### config.mk
export PLATFORM = sky130hd
export DESIGN_NAME = bin_to_bcd_seq
export DESIGN_NICKNAME = d
export VERILOG_FILES = /design/src/rtl/bin_to_bcd_seq.sv
export SDC_FILE = /design/constraint.sdc
export NUM_CORES = 1
export LEC_CHECK = 0
export ABC_CLOCK_PERIOD_IN_PS = 2000
export BUFFER_PORTS_ARGS = -buffer_cell sky130_fd_sc_hd__buf_2
export CORE_ASPECT_RATIO = 0.6
export CORE_MARGIN = 2
export CORE_UTILIZATION = 56
export CTS_CLUSTER_DIAMETER = 200
export CTS_CLUSTER_SIZE = 28
export DETAILED_ROUTE_END_ITERATION = 8
export GPL_TIMING_DRIVEN = 1
export PLACE_DENSITY_LB_ADDON = 0.25
export SLEW_MARGIN = 10
export SYNTH_ARGS = -nofsm -noshare
export SYNTH_HDL_FRONTEND = slang
export SYNTH_SLANG_ARGS = --single-unit
export TNS_END_PERCENT = 50
### constraint.sdc
create_clock -name i_clk -period 2 [get_ports i_clk]
set_clock_uncertainty 0.05 [all_clocks]
set_input_delay 0.3 -clock i_clk [delete_from_list [all_inputs] [get_ports i_clk]]
set_output_delay 0.3 -clock i_clk [all_outputs]
set_load 0.005 [all_outputs]
### src/rtl/bin_to_bcd_seq.sv
// Sequential binary-to-BCD converter (shift-add-3, one input bit per clock).
// Results and decimal-point enables are held stable between conversions.
module bin_to_bcd_seq #(
    parameter int BIN_W   = 14,
    parameter int MAX_VAL = 9999
) (
    input  logic             i_clk,
    input  logic             i_rst,
    input  logic             i_start,
    input  logic [BIN_W-1:0] i_bin_in,
    input  logic             i_dp_en,
    input  logic [1:0]       i_dp_pos,
    output logic             o_busy,
    output logic             o_done,
    output logic             o_overflow,
    output logic [3:0]       o_data0,
    output logic [3:0]       o_data1,
    output logic [3:0]       o_data2,
    output logic [3:0]       o_data3,
    output logic [3:0]       o_dp_out
);
    localparam int                ITER_W = $clog2(BIN_W + 1);
    localparam logic [31:0]       MAX_U  = 32'(MAX_VAL);
    localparam logic [ITER_W-1:0] LAST   = ITER_W'(BIN_W - 1);

    typedef enum logic {IDLE, SHIFT} state_t;

    state_t            r_state, w_state_nxt;
    logic [15:0]       r_acc, w_acc_nxt, w_acc_adj, w_acc_sh;
    logic [BIN_W-1:0]  r_bin, w_bin_nxt, w_bin_sh;
    logic [ITER_W-1:0] r_iter, w_iter_nxt;
    logic              r_ovf_pend, w_ovf_pend_nxt;
    logic              r_dp_en, w_dp_en_nxt;
    logic [1:0]        r_dp_pos, w_dp_pos_nxt;
    logic              r_busy, w_busy_nxt;
    logic              r_done, w_done_nxt;
    logic              r_ovf, w_ovf_nxt;
    logic [15:0]       r_data, w_data_nxt;
    logic [3:0]        r_dp, w_dp_nxt;
    logic              w_in_ovf;

    assign w_in_ovf = 32'(i_bin_in) > MAX_U;

    // Add-3 per nibble with no inter-nibble carry, then shift {acc, bin} left.
    always_comb begin
        w_acc_adj = r_acc;
        for (int n = 0; n < 4; n++) begin
            if (r_acc[4*n +: 4] >= 4'd5)
                w_acc_adj[4*n +: 4] = r_acc[4*n +: 4] + 4'd3;
        end
        w_acc_sh = {w_acc_adj[14:0], r_bin[BIN_W-1]};
        w_bin_sh = r_bin << 1;
    end

    always_comb begin
        w_state_nxt    = r_state;
        w_acc_nxt      = r_acc;
        w_bin_nxt      = r_bin;
        w_iter_nxt     = r_iter;
        w_ovf_pend_nxt = r_ovf_pend;
        w_dp_en_nxt    = r_dp_en;
        w_dp_pos_nxt   = r_dp_pos;
        w_busy_nxt     = r_busy;
        w_done_nxt     = 1'b0;
        w_ovf_nxt      = r_ovf;
        w_data_nxt     = r_data;
        w_dp_nxt       = r_dp;
        case (r_state)
            IDLE: begin
                if (i_start) begin
                    w_bin_nxt      = i_bin_in;
                    w_dp_en_nxt    = i_dp_en;
                    w_dp_pos_nxt   = i_dp_pos;
                    w_acc_nxt      = '0;
                    w_iter_nxt     = '0;
                    w_ovf_pend_nxt = w_in_ovf;
                    w_busy_nxt     = 1'b1;
                    w_state_nxt    = SHIFT;
                end
            end
            SHIFT: begin
                w_acc_nxt  = w_acc_sh;
                w_bin_nxt  = w_bin_sh;
                w_iter_nxt = r_iter + 1'b1;
                if (r_iter == LAST) begin
                    w_data_nxt = r_ovf_pend ? 16'hEEEE : w_acc_sh;
                    w_ovf_nxt  = r_ovf_pend;
                    for (int i = 0; i < 4; i++)
                        w_dp_nxt[i] = !(r_dp_en && (r_dp_pos == 2'(i)) && !r_ovf_pend);
                    w_done_nxt  = 1'b1;
                    w_busy_nxt  = 1'b0;
                    w_state_nxt = IDLE;
                end
            end
            default: w_state_nxt = IDLE;
        endcase
    end

    always_ff @(posedge i_clk) begin
        if (i_rst) begin
            r_state    <= IDLE;
            r_acc      <= '0;
            r_bin      <= '0;
            r_iter     <= '0;
            r_ovf_pend <= 1'b0;
            r_dp_en    <= 1'b0;
            r_dp_pos   <= '0;
            r_busy     <= 1'b0;
            r_done     <= 1'b0;
            r_ovf      <= 1'b0;
            r_data     <= '0;
            r_dp       <= 4'b1111;
        end else begin
            r_state    <= w_state_nxt;
            r_acc      <= w_acc_nxt;
            r_bin      <= w_bin_nxt;
            r_iter     <= w_iter_nxt;
            r_ovf_pend <= w_ovf_pend_nxt;
            r_dp_en    <= w_dp_en_nxt;
            r_dp_pos   <= w_dp_pos_nxt;
            r_busy     <= w_busy_nxt;
            r_done     <= w_done_nxt;
            r_ovf      <= w_ovf_nxt;
            r_data     <= w_data_nxt;
            r_dp       <= w_dp_nxt;
        end
    end

    assign o_busy     = r_busy;
    assign o_done     = r_done;
    assign o_overflow = r_ovf;
    assign o_data0    = r_data[3:0];
    assign o_data1    = r_data[7:4];
    assign o_data2    = r_data[11:8];
    assign o_data3    = r_data[15:12];
    assign o_dp_out   = r_dp;
endmodule

## After elaboration in Yosys (flattened, before gate mapping)

Index checks and enable logic that the tools add are counted.

- Flip-flop bits (word level): 62
- Input bits: 20
- Output and inout port bits: 23
- Word-level logic and storage cells: 65

- Add/sub/neg operators: 5
- Order comparisons: 5
- Eq/ne operators: 6
- Multiplexer cells: 18
- Bitwise logic cells: 1
- Reduce and logical (&&, ||, !) cells: 18

Operators by type and width:

| cell | number |
|---|---|
| 16-bit two-way mux | 2 |
| 16-bit one-hot mux with 2 select lines | 1 |
| 14-bit one-hot mux with 2 select lines | 1 |
| 4-bit by 3-bit >= comparator with 1-bit output (second input constant) | 4 |
| 4-bit two-way mux | 4 |
| 14-bit greater-than comparator (second input constant) | 1 |
| 14-bit two-way mux | 1 |
| 4-bit by 2-bit adder with 4-bit output (second input constant) | 3 |
| 1-bit logical AND | 8 |
| 4-bit one-hot mux with 2 select lines | 1 |
| 2-bit AND reduction | 3 |
| 1-bit logical NOT | 5 |
| 1-bit two-way mux | 5 |
| 4-bit by 1-bit adder with 4-bit output (second input constant) | 1 |
| 2-bit == test (second input constant) | 2 |
| 4-bit == test (second input constant) | 1 |
| 1-bit one-hot mux with 2 select lines | 2 |
| 3-bit by 2-bit adder with 3-bit output (second input constant) | 1 |
| 3-bit two-way mux | 1 |
| 2-bit by 1-bit == test with 1-bit output (second input constant) | 1 |
| 2-bit logical NOT | 1 |
| 2-bit by 1-bit inequality test with 1-bit output (second input constant) | 1 |
| 2-bit inequality test (second input constant) | 1 |
| 2-bit OR reduction | 1 |
| 1-bit NOT | 1 |

## Logic depth before layout (Yosys ltp)

Gate-level depths: netlist of the first run.

- Word-level depth: 4
- Depth in mapped cells: 6
- Gate-level depth less buffers: 6

## Worst setup path before layout of the first run

Ideal clock, no wire load.

- Path type: reg2reg
- From: reg r_iter[0]
- To: reg r_dp[0] (netlist: o_dp_out[0])
- Library setup time: 0.117 ns
- Arrival time: 1.465 ns
- Required time: 1.833 ns
- Slack: 0.368 ns
- Stages on the path, launching flop included: 6
- Path buffers: 0
- Period minus slack after synthesis: 1.632 ns
- Cells stage by stage: dfxtp_1 -> ha_1 -> nand4_4 -> or4b_4 -> o22ai_1 -> nand2b_1

- Cells in the longest elaborated chain, start to end: 2

RTL lines:

| item | line | RTL |
|---|---|---|
| start, declared | 31 | `logic [ITER_W-1:0] r_iter, w_iter_nxt;` |
| start signal, assigned | 117 | `r_iter <= w_iter_nxt;` |
| 4-bit == test | 85 | `if (r_iter == LAST) begin` |
| 2-bit AND reduction (no source line) | n/a |  |
| end signal, assigned | 125 | `r_dp <= w_dp_nxt;` |
| end, declared | 39 | `logic [3:0] r_dp, w_dp_nxt;` |

Every way passes these cells.
A chain may end at the register's enable or synchronous reset.

## Worst setup path in the final report of the first run

Ends and elaborated chain as after synthesis.

==> qor.txt, run 1 <==
OUTCOME
---------------------------------------------------------------------------------
Outcome ............................................................ finished, final reports clean

FINISH
---------------------------------------------------------------------------------
Share of layout cells above drive strength 1 .......................        21.3%
Post-Layout Inst Area ..............................................     3220 µm²
Final standard cell count with taps included and fillers excluded ..          419
Nets@finish ........................................................          381
Layout area overhead ...............................................        17.2%
Antenna Diode Count ................................................            0
Fillcell total .....................................................          388

TIMING
---------------------------------------------------------------------------------
Number of slew-limit violations in the final report ................            0
Final setup violation count ........................................            0
Slew Limit Headroom ................................................        70.0%
Post-Route Setup TNS ...............................................         0 ns
Hold violation count in the final report ...........................            0
Tightest hold margin ...............................................     0.152 ns
Final worst path period need .......................................      1.77 ns
Setup repair after global routing missed its margin ................        false
Achievable frequency ...............................................      565 MHz
Fraction of the cycle the final worst path needs ...................        88.5%
Minimum setup slack in the final design ............................     0.230 ns
Worst Tran Pin Value ...............................................     0.449 ns

CRITICAL PATH
---------------------------------------------------------------------------------
Startpoint class of the critical path ..............................         flop
Data required time of the critical path ............................      2.18 ns
Minimum setup slack among reg-to-reg paths .........................      0.23 ns
FF-to-FF End ....................................................... o_dp_out[0]$_SDFFE_PP1P_
Critical Path End .................................................. o_dp_out[0]$_SDFFE_PP1P_
Slowest cell delay on critical path ................................      0.57 ns
Start of the worst register-to-register path ....................... r_iter[0]$_SDFFE_PP0P_
Buf/Inv on CP ......................................................            0
Arrival time at the worst endpoint .................................      1.95 ns
Critical path startpoint ........................................... r_iter[0]$_SDFFE_PP0P_
Type of destination of the critical path ...........................         flop
Cell breakdown of the critical path ................................ ha_1 -> nand4_4 -> or4b_4 -> o22ai_1 -> nand2b_1
Total number of cells along the worst setup path ...................            5
Type of the setup path with the least slack ........................ flop to flop
Slowest cell on the critical path .................................. sky130_fd_sc_hd__or4b_4
Worst Path Max Fanout ..............................................            9
Worst reg-to-reg path cell count ...................................            5
Cell family with most CP delay ..................................... simple AND/OR/NAND/NOR gates

GLOBAL ROUTING
---------------------------------------------------------------------------------
Largest net degree at the start of global routing ..................           55
Congestion Overflow GR .............................................            0
Antenna violations before repair ...................................            0
Overall Global Routing Usage .......................................        23.2%
Wire length of the first global-routing pass .......................      9450 µm
Global-route track usage on met2 ...................................        31.0%
M3 GR Usage ........................................................        8.19%
Layer carrying the most global-route usage .........................         met1
Vias in the first global route .....................................        1,994
M1 GR Usage ........................................................        34.0%

YOSYS
---------------------------------------------------------------------------------
Cell count after synthesis .........................................          311
Post-synthesis area per instance ...................................     8.84 µm²
Total of warnings raised by yosys ..................................            0
Sequential fraction of the synthesis area ..........................        45.1%
Most frequent cell after synthesis ................................. sky130_fd_sc_hd__dfxtp_1
Library cell occupying the most area in the post-synthesis netlist . sky130_fd_sc_hd__dfxtp_1
Count of different cell masters after synthesis ....................           34
Async S/R FF share, synth ..........................................           0%
Top post-synthesis cells by count .................................. sky130_fd_sc_hd__dfxtp_1 (62), sky130_fd_sc_hd__nor2_1 (53), sky130_fd_sc_hd__a21oi_1 (31)
Summed instance area of the synthesized netlist ....................     2750 µm²
Main area contributors after synthesis ............................. sky130_fd_sc_hd__dfxtp_1 (45%), sky130_fd_sc_hd__nor2_1 (7.2%), sky130_fd_sc_hd__mux2i_1 (5.8%)
Register bit total from synthesis ..................................           62
Area share of the leading cell type in the synthesized netlist .....        45.1%
Synth Flop Type .................................................... sky130_fd_sc_hd__dfxtp_1
Number of synthesized flops with an enable pin .....................            0
Synthesized netlist net count ......................................          341

DIE
---------------------------------------------------------------------------------
Core area ..........................................................     4660 µm²
Starting density of the core .......................................        59.0%
Number of placement rows ...........................................           19
Width of the die ...................................................      94.5 µm
Die span in y ......................................................      58.3 µm
Die Area ...........................................................     5510 µm²
IO Count ...........................................................           43

PWR
---------------------------------------------------------------------------------
Leakage power total ................................................      1.29 nW
Maximum VDD drop ...................................................     0.610 mV
Pwr per Cell Area ..................................................   794 nW/µm²

DETAILED ROUTING
---------------------------------------------------------------------------------
Initial DRT Pass Iterations ........................................            4
Per-cell routed wire length ........................................      13.9 µm
Final routed DRC violation total ...................................            0
Number of vias per cell after detailed routing .....................         5.38
Count of nets left with antenna violations after detail routing ....            0
DRT iter0 DRCs .....................................................          107
Detailed-route wire length .........................................      5810 µm
Vias after detailed routing ........................................        2,253

PLACEMENT
---------------------------------------------------------------------------------
Quantity of I/O buffers inserted on ports ..........................           42
Detailed placer's ending HPWL ......................................      4070 µm
Cell total after placement .........................................          403
Cell area reported after detailed placement ........................     3020 µm²
GPL Wtd Cong .......................................................        0.818
Setup Slack @ Placement ............................................     0.234 ns

CLOCK TREE
---------------------------------------------------------------------------------
CTS HTree Levels ...................................................            3
Clock Latency Late Sink ............................................      0.34 ns
Maximum count of clock buffers along a single path .................            2
Clock-pin slew on the worst setup and hold paths ...................      0.06 ns
TritonCTS clock tree ...............................................         done
Count of instances resized after the clock tree is built ...........            0
Setup Fix Bufs, Post-CTS ...........................................            0
Number of hold-repair buffers added at the cts stage ...............            0
Number of buffers created by CTS ...................................            9
Root buffer selected by CTS ........................................ sky130_fd_sc_hd__clkbuf_8
Number of clock sinks ..............................................           62

WORST HOLD PATH
---------------------------------------------------------------------------------
Number of cells on the worst hold path .............................            3
Min-Delay Path Class ............................................... input pin to flop

FLOW RUN
---------------------------------------------------------------------------------
Max Cap Violations .................................................            0

-- power breakdown --
part / internal (mW) / switching (mW)
registers: 1.26 / 0.0250
logic: 0.0729 / 0.0982
clock network: 0.637 / 0.464
total: 1.97 / 0.587
-- tightest hold or removal path, delay by kind of cell --
kind	cells	cell delay [ns]
mux	1	0.06
simple gates	1	0.08
buf+inv	1	0.07
-- stage by stage --
step / utilization, % / power, mW
detailed placement: 64.9 / 1.49
global route: 69.2 / 2.65
global placement: 64.9 / 1.48
floorplan: - / 1.43
finish: 69.2 / 2.56
CTS: 69.2 / 2.59
-- final cells by class --
type,count,area (µm²),area share (%)
clock buffers,12,155,4.81
clock inverters,4,45.0,1.40
inverters,14,52.6,1.63
multi-input cells,214,1370,42.4
flip-flops and latches,62,1240,38.5
well taps,63,78.8,2.44
repair buffers,50,283,8.77
-- worst min path at each step --
stage / slack (ns) / from / end
after floorplan: 0.39 / i_dp_pos[1] / r_dp_pos[1]$_SDFFE_PP0P_
after global placement: 0.41 / r_data[0]$_SDFFE_PP0P_ / r_data[0]$_SDFFE_PP0P_
after detailed placement: 0.42 / o_overflow$_SDFFE_PP0P_ / o_overflow$_SDFFE_PP0P_
after CTS: 0.14 / i_dp_en / r_dp_en$_SDFFE_PP0P_
after global routing: 0.18 / i_dp_en / r_dp_en$_SDFFE_PP0P_
final: 0.15 / i_dp_en / r_dp_en$_SDFFE_PP0P_
-- sequential cells by signal, indices dropped and copies added (netlist names) --
| signal | cells |
|---|---|
| r_iter | 4 |
| o_dp_out | 4 |
| r_data | 16 |
| o_overflow | 1 |
| o_done | 1 |
| r_dp_pos | 2 |
| r_dp_en | 1 |
| r_ovf_pend | 1 |
| r_state | 1 |
| o_busy | 1 |
| r_bin | 14 |
| r_acc | 16 |
-- metal layers --
| layer | vias up | part of all wire [%] | wire length [µm] |
|---|---|---|---|
| met5 | - | 0 | 0 |
| met4 | 0 | 1.0 | 59 |
| met3 | 9 | 5.2 | 301 |
| met2 | 43 | 42 | 2430 |
| met1 | 1026 | 52 | 3020 |
| li1 | 1175 | - | - |
-- cell usage in the layout (no fill, tap or decap), drive strengths merged, types with 6 or more instances in the layout --
master,count
clkbuf,12
a211oi,8
o21ai,12
o22ai,8
ha,10
dfxtp,62
inv,14
nor2,53
buf,50
nor3b,7
o32ai,11
a21oi,31
nor3,6
mux2i,16
nand2,8
nand2b,16
-- cell families after synthesis --
kind of cell	after synthesis	share of synthesized area [%]
multiplexers	20	7.46
AND/OR/NAND/NOR	107	20.2
XOR/XNOR	4	1.27
AO/OA/AOI/OAI	73	16.3
flip-flops	62	45.1
adder cells (fa/ha/maj)	10	4.55
buffers and inverters	35	5.14
Note: power is estimated with default switching activity, not from simulation.
==> inputs of run 2 (changes only) <==
- ABC_CLOCK_PERIOD_IN_PS: 2000 -> 2270
- CORE_MARGIN: 2 -> 10
- CORE_UTILIZATION: 56 -> 60
- clock period: 2 -> 2.27 ns (I/O delays scaled with it)
==> run 2 against run 1 <==
Net effect:
- wire length increased by 11%
- sequential share of layout area increased by 0.20 points
- sequential power decreased by 12%
- cell count decreased by 1.2%
- combinational power decreased by 13%
- clock power decreased by 5%
- largest power group unchanged
==> qor.txt, run 2 (synthesis gave the netlist of run 1 again) <==
PLACEMENT
-------------------------------------------------------------------------------------
Detailed placer's ending HPWL ..........................................      4630 µm
GPL Wtd Cong ...........................................................        0.789
Quantity of I/O buffers inserted on ports ..............................           42
Cell total after placement .............................................          398

DIE
-------------------------------------------------------------------------------------
IO Count ...............................................................           43
Width of the die .......................................................       107 µm
Starting density of the core ...........................................        64.6%
Number of placement rows ...............................................           18
Core area ..............................................................     4260 µm²
Die span in y ..........................................................      72.4 µm
Die Area ...............................................................     7780 µm²

CLOCK TREE
-------------------------------------------------------------------------------------
TritonCTS clock tree ...................................................         done
Number of clock sinks ..................................................           62
Maximum count of clock buffers along a single path .....................            2
Setup Fix Bufs, Post-CTS ...............................................            0
Clock-pin slew on the worst setup and hold paths .......................      0.07 ns
Clock Latency Late Sink ................................................      0.33 ns
CTS HTree Levels .......................................................            3
Root buffer selected by CTS ............................................ sky130_fd_sc_hd__clkbuf_8
Number of buffers created by CTS .......................................            9
Number of hold-repair buffers added at the cts stage ...................            0
Count of instances resized after the clock tree is built ...............            0

CRITICAL PATH
-------------------------------------------------------------------------------------
Slowest cell delay on critical path ....................................      0.58 ns
Cell family with most CP delay ......................................... simple AND/OR/NAND/NOR gates
Startpoint class of the critical path ..................................         flop
Minimum setup slack among reg-to-reg paths .............................      0.40 ns
Type of the setup path with the least slack ............................ flop to flop
Buf/Inv on CP ..........................................................            0
Type of destination of the critical path ...............................         flop
Arrival time at the worst endpoint .....................................      2.05 ns
Data required time of the critical path ................................      2.45 ns
Cell breakdown of the critical path .................................... ha_1 -> nand4_4 -> or4b_4 -> o22ai_1 -> nand2b_1
Slowest cell on the critical path ...................................... sky130_fd_sc_hd__or4b_4
Worst Path Max Fanout ..................................................            9

FINISH
-------------------------------------------------------------------------------------
Leading registers by flop count ........................................ r_acc: 16 flops, r_data: 16 flops, r_bin: 14 flops
Final standard cell count with taps included and fillers excluded ......          414
Most frequent cells in the layout ...................................... sky130_fd_sc_hd__dfxtp_1 (61), sky130_fd_sc_hd__nor2_1 (53), sky130_fd_sc_hd__buf_2 (42), sky130_fd_sc_hd__a21oi_1 (31)
Fillcell total .........................................................          310
Share of layout cells above drive strength 1 ...........................        20.6%
Layout area overhead ...................................................        16.7%
Antenna Diode Count ....................................................            0
Nets@finish ............................................................          379
Most frequent standard cell in the layout excluding fill and tap cells . sky130_fd_sc_hd__dfxtp_1

TIMING
-------------------------------------------------------------------------------------
Number of slew-limit violations in the final report ....................            0
Tightest hold margin ...................................................     0.203 ns
Hold violation count in the final report ...............................            0
Post-Route Setup TNS ...................................................         0 ns
Worst Tran Pin Value ...................................................     0.607 ns
Slew Limit Headroom ....................................................        59.4%
Final worst path period need ...........................................      1.87 ns
Fraction of the cycle the final worst path needs .......................        82.3%
Final setup violation count ............................................            0
Setup repair after global routing missed its margin ....................        false
Achievable frequency ...................................................      535 MHz

DETAILED ROUTING
-------------------------------------------------------------------------------------
Per-cell routed wire length ............................................      15.6 µm
DRT iter0 DRCs .........................................................          199
Initial DRT Pass Iterations ............................................            4
Final routed DRC violation total .......................................            0
Vias after detailed routing ............................................        2,341
Detailed-route wire length .............................................      6470 µm
Count of nets left with antenna violations after detail routing ........            0
Number of vias per cell after detailed routing .........................         5.65

PWR
-------------------------------------------------------------------------------------
PnR Total Power ........................................................      2.33 mW
Leakage power total ....................................................      1.28 nW
Pwr per Cell Area ......................................................   726 nW/µm²
Maximum VDD drop .......................................................     0.470 mV

WORST HOLD PATH
-------------------------------------------------------------------------------------
Min-Delay Path Class ................................................... input pin to flop

GLOBAL ROUTING
-------------------------------------------------------------------------------------
Wire length of the first global-routing pass ...........................    11,100 µm
Vias in the first global route .........................................        2,303
Largest net degree at the start of global routing ......................           31
Overall Global Routing Usage ...........................................        17.7%
Antenna violations before repair .......................................            0
Congestion Overflow GR .................................................            0

OUTCOME
-------------------------------------------------------------------------------------
Outcome ................................................................ finished, final reports clean

FLOW RUN
-------------------------------------------------------------------------------------
Max Cap Violations .....................................................            0

## run 2: where the power goes
group	switching, mW	leakage, nW	internal [mW]
Combinational	0.0860	0.662	0.0616
Sequential	0.0254	0.503	1.11
Clock	0.399	0.110	0.645
## run 2: metrics by stage
step	cell area, µm²	utilization (%)	worst slack [ns]
after floorplan	2750	-	0.638
after global routing	3210	75.4	0.301
after global placement	2990	70.3	0.559
after CTS	3210	75.4	0.414
final	3210	75.4	0.401
after detailed placement	2990	70.3	0.442
## run 2: path summary, 6_finish.rpt
path,start,cells after the start,end
worst min register to register,r_data[0]$_SDFFE_PP0P_,2,r_data[0]$_SDFFE_PP0P_
worst max register to register,r_iter[0]$_SDFFE_PP0P_,5,o_dp_out[0]$_SDFFE_PP1P_
worst min-delay path,i_dp_en,3,r_dp_en$_SDFFE_PP0P_
worst max-delay path,r_iter[0]$_SDFFE_PP0P_,5,o_dp_out[0]$_SDFFE_PP1P_
## run 2: routing by layer
layer  track usage [%]  vias up  share of wire (%)
li1                  -     1168                  -
met1              22.2     1105                 47
met2              27.1       66                 45
met3              7.58        2                8.3
met4              5.01        0               0.31
met5                 0        -                  0
## run 2: worst register-to-register path: stages, from the launching register on
cell	delay (ns)
sky130_fd_sc_hd__dfxtp_1	0.43
sky130_fd_sc_hd__ha_1	0.26
sky130_fd_sc_hd__nand4_4	0.19
sky130_fd_sc_hd__or4b_4	0.58
sky130_fd_sc_hd__o22ai_1	0.17
sky130_fd_sc_hd__nand2b_1	0.08
## run 2: layout make-up
type	instances	area, µm²	share of cell area [%]
well taps	60	75.1	2.34
clock buffers	12	145	4.52
clock inverters	4	70.1	2.18
repair buffers	48	255	7.96
flip-flops and latches	62	1240	38.7
inverters	14	52.6	1.64
multi-input cells	214	1370	42.6
